## src/rtl/button_debouncer_if.sv

```systemverilog
// button_debouncer_if: raw button pins in, debounced levels, edge pulses and long-press flags out.
interface button_debouncer_if #(
  parameter int WIDTH = 2
);
  logic [WIDTH-1:0] btn_raw;
  logic [WIDTH-1:0] btn_db;
  logic [WIDTH-1:0] press_pulse;
  logic [WIDTH-1:0] release_pulse;
  logic [WIDTH-1:0] long_press;
  modport master (
    input  btn_raw,
    output btn_db, press_pulse, release_pulse, long_press
  );
  modport slave (
    output btn_raw,
    input  btn_db, press_pulse, release_pulse, long_press
  );
endinterface

```

## src/rtl/button_debouncer.sv

```systemverilog
// button_debouncer: per-channel synchroniser and debounce FSM with registered press/release pulses.
// Define BUTTON_DEBOUNCER_LONG_PRESS_EN to build the long-press hold counters; otherwise long_press is 0.
module button_debouncer #(
  parameter int WIDTH           = 2,
  parameter int DEBOUNCE_CYCLES = 500000,
  parameter int ACTIVE_LOW      = 1,
  parameter int LONG_CYCLES     = 50000000
) (
  input logic               clk,
  input logic               reset_n,
  button_debouncer_if.master bus
);
  localparam int CW = $clog2(DEBOUNCE_CYCLES);
  localparam logic [CW-1:0] LAST = CW'(DEBOUNCE_CYCLES - 1);
  localparam logic REL = (ACTIVE_LOW != 0);
  typedef enum logic [1:0] {IDLE, PRESS_WAIT, PRESSED, RELEASE_WAIT} state_t;
  logic [WIDTH-1:0] sync1_q, sync2_q, lvl;
  logic [WIDTH-1:0] db_v, pp_v, rp_v, long_v;
  // Sync chain resets to the released pin level so reset never looks like a press.
  always_ff @(posedge clk or negedge reset_n) begin
    if (!reset_n) begin
      sync1_q <= {WIDTH{REL}};
      sync2_q <= {WIDTH{REL}};
    end else begin
      sync1_q <= bus.btn_raw;
      sync2_q <= sync1_q;
    end
  end
  assign lvl = REL ? ~sync2_q : sync2_q;
  for (genvar i = 0; i < WIDTH; i++) begin : g_ch
    state_t        state_q, state_d;
    logic [CW-1:0] cnt_q, cnt_d;
    logic          db_q, db_d, pp_q, pp_d, rp_q, rp_d;
    always_comb begin
      state_d = state_q;
      cnt_d   = '0;
      db_d    = db_q;
      pp_d    = 1'b0;
      rp_d    = 1'b0;
      case (state_q)
        IDLE:       if (lvl[i]) state_d = PRESS_WAIT;
        PRESS_WAIT:
          if (!lvl[i]) state_d = IDLE;
          else if (cnt_q == LAST) begin
            state_d = PRESSED;
            db_d    = 1'b1;
            pp_d    = 1'b1;
          end else cnt_d = cnt_q + CW'(1);
        PRESSED:    if (!lvl[i]) state_d = RELEASE_WAIT;
        RELEASE_WAIT:
          if (lvl[i]) state_d = PRESSED;
          else if (cnt_q == LAST) begin
            state_d = IDLE;
            db_d    = 1'b0;
            rp_d    = 1'b1;
          end else cnt_d = cnt_q + CW'(1);
        default:    state_d = IDLE;
      endcase
    end
    always_ff @(posedge clk or negedge reset_n) begin
      if (!reset_n) begin
        state_q <= IDLE;
        cnt_q   <= '0;
        db_q    <= 1'b0;
        pp_q    <= 1'b0;
        rp_q    <= 1'b0;
      end else begin
        state_q <= state_d;
        cnt_q   <= cnt_d;
        db_q    <= db_d;
        pp_q    <= pp_d;
        rp_q    <= rp_d;
      end
    end
    assign db_v[i] = db_q;
    assign pp_v[i] = pp_q;
    assign rp_v[i] = rp_q;
`ifdef BUTTON_DEBOUNCER_LONG_PRESS_EN
    localparam int HW = $clog2(LONG_CYCLES + 1);
    localparam logic [HW-1:0] LMAX = HW'(LONG_CYCLES);
    logic [HW-1:0] hold_q, hold_d;
    logic          long_q, long_d;
    // Hold time restarts only on a debounced rise; a rejected release glitch keeps counting.
    always_comb begin
      hold_d = pp_d ? '0 : (db_q && hold_q != LMAX) ? hold_q + HW'(1) : hold_q;
      long_d = db_d && (hold_d == LMAX);
    end
    always_ff @(posedge clk or negedge reset_n) begin
      if (!reset_n) begin
        hold_q <= '0;
        long_q <= 1'b0;
      end else begin
        hold_q <= hold_d;
        long_q <= long_d;
      end
    end
    assign long_v[i] = long_q;
`else
    assign long_v[i] = 1'b0;
`endif
  end
  assign bus.btn_db        = db_v;
  assign bus.press_pulse   = pp_v;
  assign bus.release_pulse = rp_v;
  assign bus.long_press    = long_v;
endmodule

```

## src/flat_wrapper.sv

```systemverilog
// flat-port wrapper written by rule: the top's interface ports become plain ports
module button_debouncer_flat 
#(
  parameter int WIDTH           = 2,
  parameter int DEBOUNCE_CYCLES = 500000,
  parameter int ACTIVE_LOW      = 1,
  parameter int LONG_CYCLES     = 50000000
)
  (clk, reset_n, bus_btn_raw, bus_btn_db, bus_press_pulse, bus_release_pulse, bus_long_press);
  button_debouncer_if #(.WIDTH(WIDTH)) bus_i ();
  input logic clk;
  input logic reset_n;
  input wire logic [$bits(bus_i.btn_raw)-1:0] bus_btn_raw;
  output wire logic [$bits(bus_i.btn_db)-1:0] bus_btn_db;
  output wire logic [$bits(bus_i.press_pulse)-1:0] bus_press_pulse;
  output wire logic [$bits(bus_i.release_pulse)-1:0] bus_release_pulse;
  output wire logic [$bits(bus_i.long_press)-1:0] bus_long_press;
  assign bus_i.btn_raw = bus_btn_raw;
  assign bus_btn_db = bus_i.btn_db;
  assign bus_press_pulse = bus_i.press_pulse;
  assign bus_release_pulse = bus_i.release_pulse;
  assign bus_long_press = bus_i.long_press;
  button_debouncer #(.WIDTH(WIDTH), .DEBOUNCE_CYCLES(DEBOUNCE_CYCLES), .ACTIVE_LOW(ACTIVE_LOW), .LONG_CYCLES(LONG_CYCLES)) u_core (.clk(clk), .reset_n(reset_n), .bus(bus_i));
endmodule
```

## config.mk

```make
export PLATFORM = sky130hd
export DESIGN_NAME = button_debouncer_flat
export DESIGN_NICKNAME = d
export VERILOG_FILES = /design/src/rtl/button_debouncer_if.sv /design/src/rtl/button_debouncer.sv /design/src/flat_wrapper.sv
export SDC_FILE = /design/constraint.sdc
export NUM_CORES = 1
export LEC_CHECK = 0
export ABC_CLOCK_PERIOD_IN_PS = 1950
export CORE_ASPECT_RATIO = 0.8
export CORE_MARGIN = 10
export CORE_UTILIZATION = 30
export DETAILED_ROUTE_END_ITERATION = 12
export PLACE_DENSITY_LB_ADDON = 0.12
export SLEW_MARGIN = 20
export SYNTH_ARGS = -nofsm -noshare
export SYNTH_HDL_FRONTEND = slang
export SYNTH_SLANG_ARGS = --single-unit
```

## constraint.sdc

```tcl
create_clock -name clk -period 1.95 [get_ports clk]
set_clock_uncertainty 0.1 [all_clocks]
set_input_delay 0.39 -clock clk [delete_from_list [all_inputs] [get_ports clk]]
set_output_delay 0.39 -clock clk [all_outputs]
set_load 0.01 [all_outputs]
```

; ---- Word-level counts from Yosys, hierarchy flattened
; Cells that the tools add are included.
[op_classes]
add_sub_neg = 2
n_eq_ne = 24
n_mux = 42
n_bitwise = 1
reduce_logical = 8
[op_table]
columns = cell, count
row1 = $mux W19, 6
row2 = $pmux W19 S2, 2
row3 = $add A19 B1 Y19 const B, 2
row4 = $eq A19 B19 Y1 const B, 2
row5 = $mux W2, 12
row6 = $mux W1, 18
row7 = $ne A2 B1 Y1 const B, 8
row8 = $pmux W2 S4, 2
row9 = $reduce_and A5 Y1, 2
row10 = $eq A2 B2 Y1 const B, 4
row11 = $ne A2 B2 Y1 const B, 4
row12 = $reduce_and A4 Y1, 2
row13 = $ne A3 B1 Y1 const B, 2
row14 = $ne A3 B3 Y1 const B, 2
row15 = $eq A2 B1 Y1 const B, 2
row16 = $logic_not A2 Y1, 2
row17 = $pmux W1 S2, 2
row18 = $reduce_bool A2 Y1, 2
row19 = $not A2 Y2, 1
[totals]
regBits = 52
input_bits = 4
output_inout_bits = 8
elab_cells = 89

; ---- Longest topological paths before layout
[depth]
word_depth = 4
depth_mapped = 7
depth_no_buf = 5

; ---- Worst setup path before layout
; Ideal clock, no wire load.
[synth_path]
path_kind = register to register
start = register u_core.g_ch[0].cnt_q[0]
end = register u_core.g_ch[0].db_q
setup_ns = 0.136
arrival_time_ns = 1.605
required_ns = 1.714
setup_slack_ns = 0.108
stages_incl_launch_ff = 7
n_path_buf = 1
period_less_slack_ns = 1.842
path_cell_list = dfrtp_1 > ha_1 > and4_1 > clkbuf_1 > nand2_1 > o21ai_0 > or3b_2
[synth_via]
elab_chain_cells = 3
word_cells_on_any_way = 4
cone_classes = eq/ne: 3 / reduce/logical: 1
[synth_lines]
columns = item, line_no
row1 = from (decl), button_debouncer.sv:32  ; logic [CW-1:0] cnt_q, cnt_d;
row2 = from (signal assigned), button_debouncer.sv:69  ; cnt_q <= cnt_d;
row3 = $eq A19 B19 Y1 *, "button_debouncer.sv:44, button_debouncer.sv:52"
row4 = $ne A2 B1 Y1 (no line), --
row5 = $reduce_and A5 Y1 (no line) *, --
row6 = to (signal assigned), button_debouncer.sv:64  ; db_q <= 1'b0;
row7 = to (signal assigned), button_debouncer.sv:70  ; db_q <= db_d;
row8 = to (decl), button_debouncer.sv:33  ; logic db_q, db_d, pp_q, pp_d, rp_q, rp_d;
; Every way passes the cells marked *; elsewhere a longest branch is shown, timed or not.
; A chain may end at the register's enable or synchronous reset.

; ---- Worst setup path in the final report
[layout_path]
start = register u_core.g_ch[0].cnt_q[11]
end = register u_core.g_ch[0].cnt_q[14]
[layout_via]
elab_chain_cells = 4
word_cells_on_any_way = 6
cone_classes = add/sub: 1 / eq/ne: 1 / mux: 4
[layout_lines]
columns = item, line_no
row1 = $add A19 B1 Y19 or $eq A19 B19 Y1 (tied branches), --
row2 = $mux W19 *, "button_debouncer.sv:44, button_debouncer.sv:52"
row3 = $mux W19 (on tied branches), "button_debouncer.sv:51, button_debouncer.sv:43"
row4 = $pmux W19 S2 *, button_debouncer.sv:40  ; case (state_q)
row5 = via u_core.g_ch[0].cnt_d[14], button_debouncer.sv:32
; Mark *: on every way through the listed nets, which the timed path passes. The rest lies on a longest branch.

==> impl_metrics.yaml <==
global_routing:
  antenna_found_initial: 0
  grt_max_degree: 53
  track_usage: 0.08983
  grt_pass1_wl_mm: 9.066
  grt_pass1_vias: 1862
  globalRouteOverflowTotal: 0
finish:
  multiInputGateArea_mm2: 0.001169
  fin_nets: 279
  stdcell_area_mm2: 0.003023
  antenna_cells: 0
  nFillCells: 860
  utilization: 0.3579
  final_common_cell: "dfrtp_1"
  most-common-layout-cells: "dfrtp_1 (48), nor2_1 (41), xnor2_1 (22)"
  regArea_mm2: 0.001306
  drive_above_1_share: 0.1642
  area_growth_pct: 16.55
logic_synthesis:
  synth_flop_cell: "dfrtp_1"
  yosysUniqueCellTypes: 43
  synth_compound_area_frac: 0.03184
  yosys.area_share.xor_xnor: 0.1081
  synth_top_area_frac: 0.4631
  syn_area_mm2: 0.002594
  synth_top_family_by_area: "simple AND/OR/NAND/NOR gates"
  async_flop_share: 1.000
  synthCells: 249
  yosys_warnings: 0
  avgSynthCellArea_um2: 10.42
  synth_area_leaders: "dfrtp_1 (46%), xnor2_1 (7.4%), nor2_1 (5.9%)"
  seq_area_frac_synth: 0.5036
  synthAdderAreaFrac: 0.009648
  synth_edf_count: 0
  ys_ff_latch: 52
  synth-simple-area-share: 0.2735
  yosysTopAreaCell: "dfrtp_1"
  muxShareOfSynthArea: 0.01930
worst_setup_path:
  worstSetupPathType: "register to register"
  crit_chain: "or4b_1 > nor4_4 > a21o_1 > buf_12 > nor2_1"
  crit_arrival_ps: 1950
  worstSetupPathDepth: 5
  path_buf_inv: 1
  crit_path_start_kind: "register"
  slowest_delay_ps: 580
  cp-end-kind: "register"
  r2r_start: "u_core.g_ch[0].cnt_q[11]"
  crit_family: "simple AND/OR/NAND/NOR gates"
  cp_slowest_cell: "or4b_1"
  worstPathRequired_ps: 2060
  reg2reg_depth: 5
  crit_fanout: 17
  crit_start: "u_core.g_ch[0].cnt_q[11]"
place:
  port_buffers: 9
  post-dp-hpwl_mm: 3.505
  placed_area_mm2: 0.002892
  place_congestion: 0.7190
clock_tree:
  cts.sinks: 52
  cts_tree: "yes"
  cts_buffer_depth: 2
  postCtsSetupBuffers: 0
  cts_buffers: 5
  root_buffer: "clkbuf_8"
  clk_pin_slew_ps: 90
  htree_levels: 2
  clkLatencyLatePin_ps: 320
min_path:
  holdCritStartpoint: "u_core.sync1_q[0]"
  hold_path_depth: 0
  min-delay-path-class: "register to register"
pwr:
  power_density_mw_per_mm2: 633.9
  netSwitchingPower_w: 0.0004169
  p_leak_nw: 1.208
  seqPwrFrac: 0.574
  switching_share: 0.2175
  peakVddDrop_mv: 0.2514
  clkPwrFrac: 0.389
  p_int_w: 0.001499
  combPwrFrac: 0.037
routing:
  via_per_inst: 4.702
  drt_iter0_drc: 74
  wl_per_cell_um: 12.84
  drt-total-wl_mm: 4.956
  dr.pass1.iters: 4
  drcViolationCount: 0
  vias: 1815
  ant_nets: 0
floorplanning:
  io_pins: 12
  start_util: 0.3071
  die_h_um: 103.2
  dieWidth_um: 124.0
  fp.dieArea_mm2: 0.01279
  rows: 30
  core_area_mm2: 0.008446
sta:
  max_freq_mhz: 540.9
  fin_crit_sh: 0.9481
  period_needed_ps: 1849
  whs_ps: 258.7
  finalHoldViolCount: 0
  setup_violations: 0
  drv_slew: 0
  tns_ps: 0
status:
  outcome: "completed"
flow_run:
  drv_cap: 0
==> kinds of logic after synthesis <==
family,Yosys count
XOR/XNOR,32
multiplexers,5
AND/OR/NAND/NOR,124
flip-flops,52
adder cells (fa/ha/maj),2
buffers and inverters,21
AO/OA/AOI/OAI,12
other,1
==> metal layers <==
layer,track usage,vias to the layer above,share of wire
met3,0.02573,8,0.037
met2,0.1354,21,0.44
li1,-,913,-
met5,0,-,0
met4,0.03975,0,0.018
met1,0.1170,873,0.51
==> worst reg2reg max path, delay by kind of cell (launching register included) <==
kind | cells | cell delay, ps
AO/OA/AOI/OAI | 1 | 200
buffers and inverters | 1 | 160
flip-flops | 1 | 400
AND/OR/NAND/NOR | 3 | 890
==> what timing repair did <==
action                                  in CTS  in global routing
gates resized for setup                      0                  4
hold buffers                                 1                  0
endpoints found under the setup margin       0                 18
endpoints found under the hold margin       48                  0
==> power groups by stage <==
stage,clock network (W),logic (W),registers (W)
2_1_floorplan,0,0.0000336,0.00112
3_3_place_gp,0,0.0000739,0.00112
3_5_place_dp,0,0.0000730,0.00112
4_1_cts,0.000788,0.0000747,0.00110
5_1_grt,0.000825,0.0000834,0.00110
6_report,0.000746,0.0000711,0.00110
==> through the flow <==
stage / setup WS, ps / total power, W / instances
floorplan: 108.2 / 0.001153 / 250
global placement: 23.62 / 0.001194 / 377
detailed placement: 56.26 / 0.001193 / 377
CTS: 34.20 / 0.001962 / 386
global route: -1.628 / 0.002010 / 386
finish: 101.3 / 0.001916 / 386
==> worst paths after layout <==
| kind | end | slack [ps] |
|---|---|---|
| setup / recovery | u_core.g_ch[0].cnt_q[14] | 100 |
| hold reg to reg | u_core.sync2_q[0] | 260 |
| setup reg to reg | u_core.g_ch[0].cnt_q[14] | 100 |
| min in group asynchronous | u_core.g_ch[0].cnt_q[18] | 490 |
| hold / removal | u_core.sync2_q[0] | 260 |
| max in group asynchronous | u_core.sync1_q[1] | 960 |
==> cell usage after synthesis, drive strengths merged, types with 2 or more instances <==
library cell and instances:
mux2i 5, nor3 7, nand3 16, nand4 13, nor4 12, dfstp 4, nor2 41, and4 7
a21oi 4, nor4b 5, inv 6, xnor2 22, a21boi 2, nor2b 2, buf 12, and2 2
ha 2, o21ai 2, nand2 12, a211o 2, dfrtp 48, xor2 10, clkbuf 3
==> layout make-up <==
cell class	count	share of cell area
inverter	6	0.007450
tap	112	0.04636
clock buffer	6	0.02401
sequential	52	0.4321
timing repair buffer	31	0.09189
clock inverter	2	0.01159
multi-input combinational	177	0.3866
==> sequential cells by signal, indices dropped and copies added, names as in the netlist, named ones only <==
register,flops
u_core.g_ch.state_q,2
u_core.g_ch.db_q,2
u_core.sync2_q,2
u_core.g_ch.pp_q,2
u_core.g_ch.cnt_q,38
u_core.sync1_q,2
u_core.g_ch.rp_q,2
(Power assumes the default switching activity.)
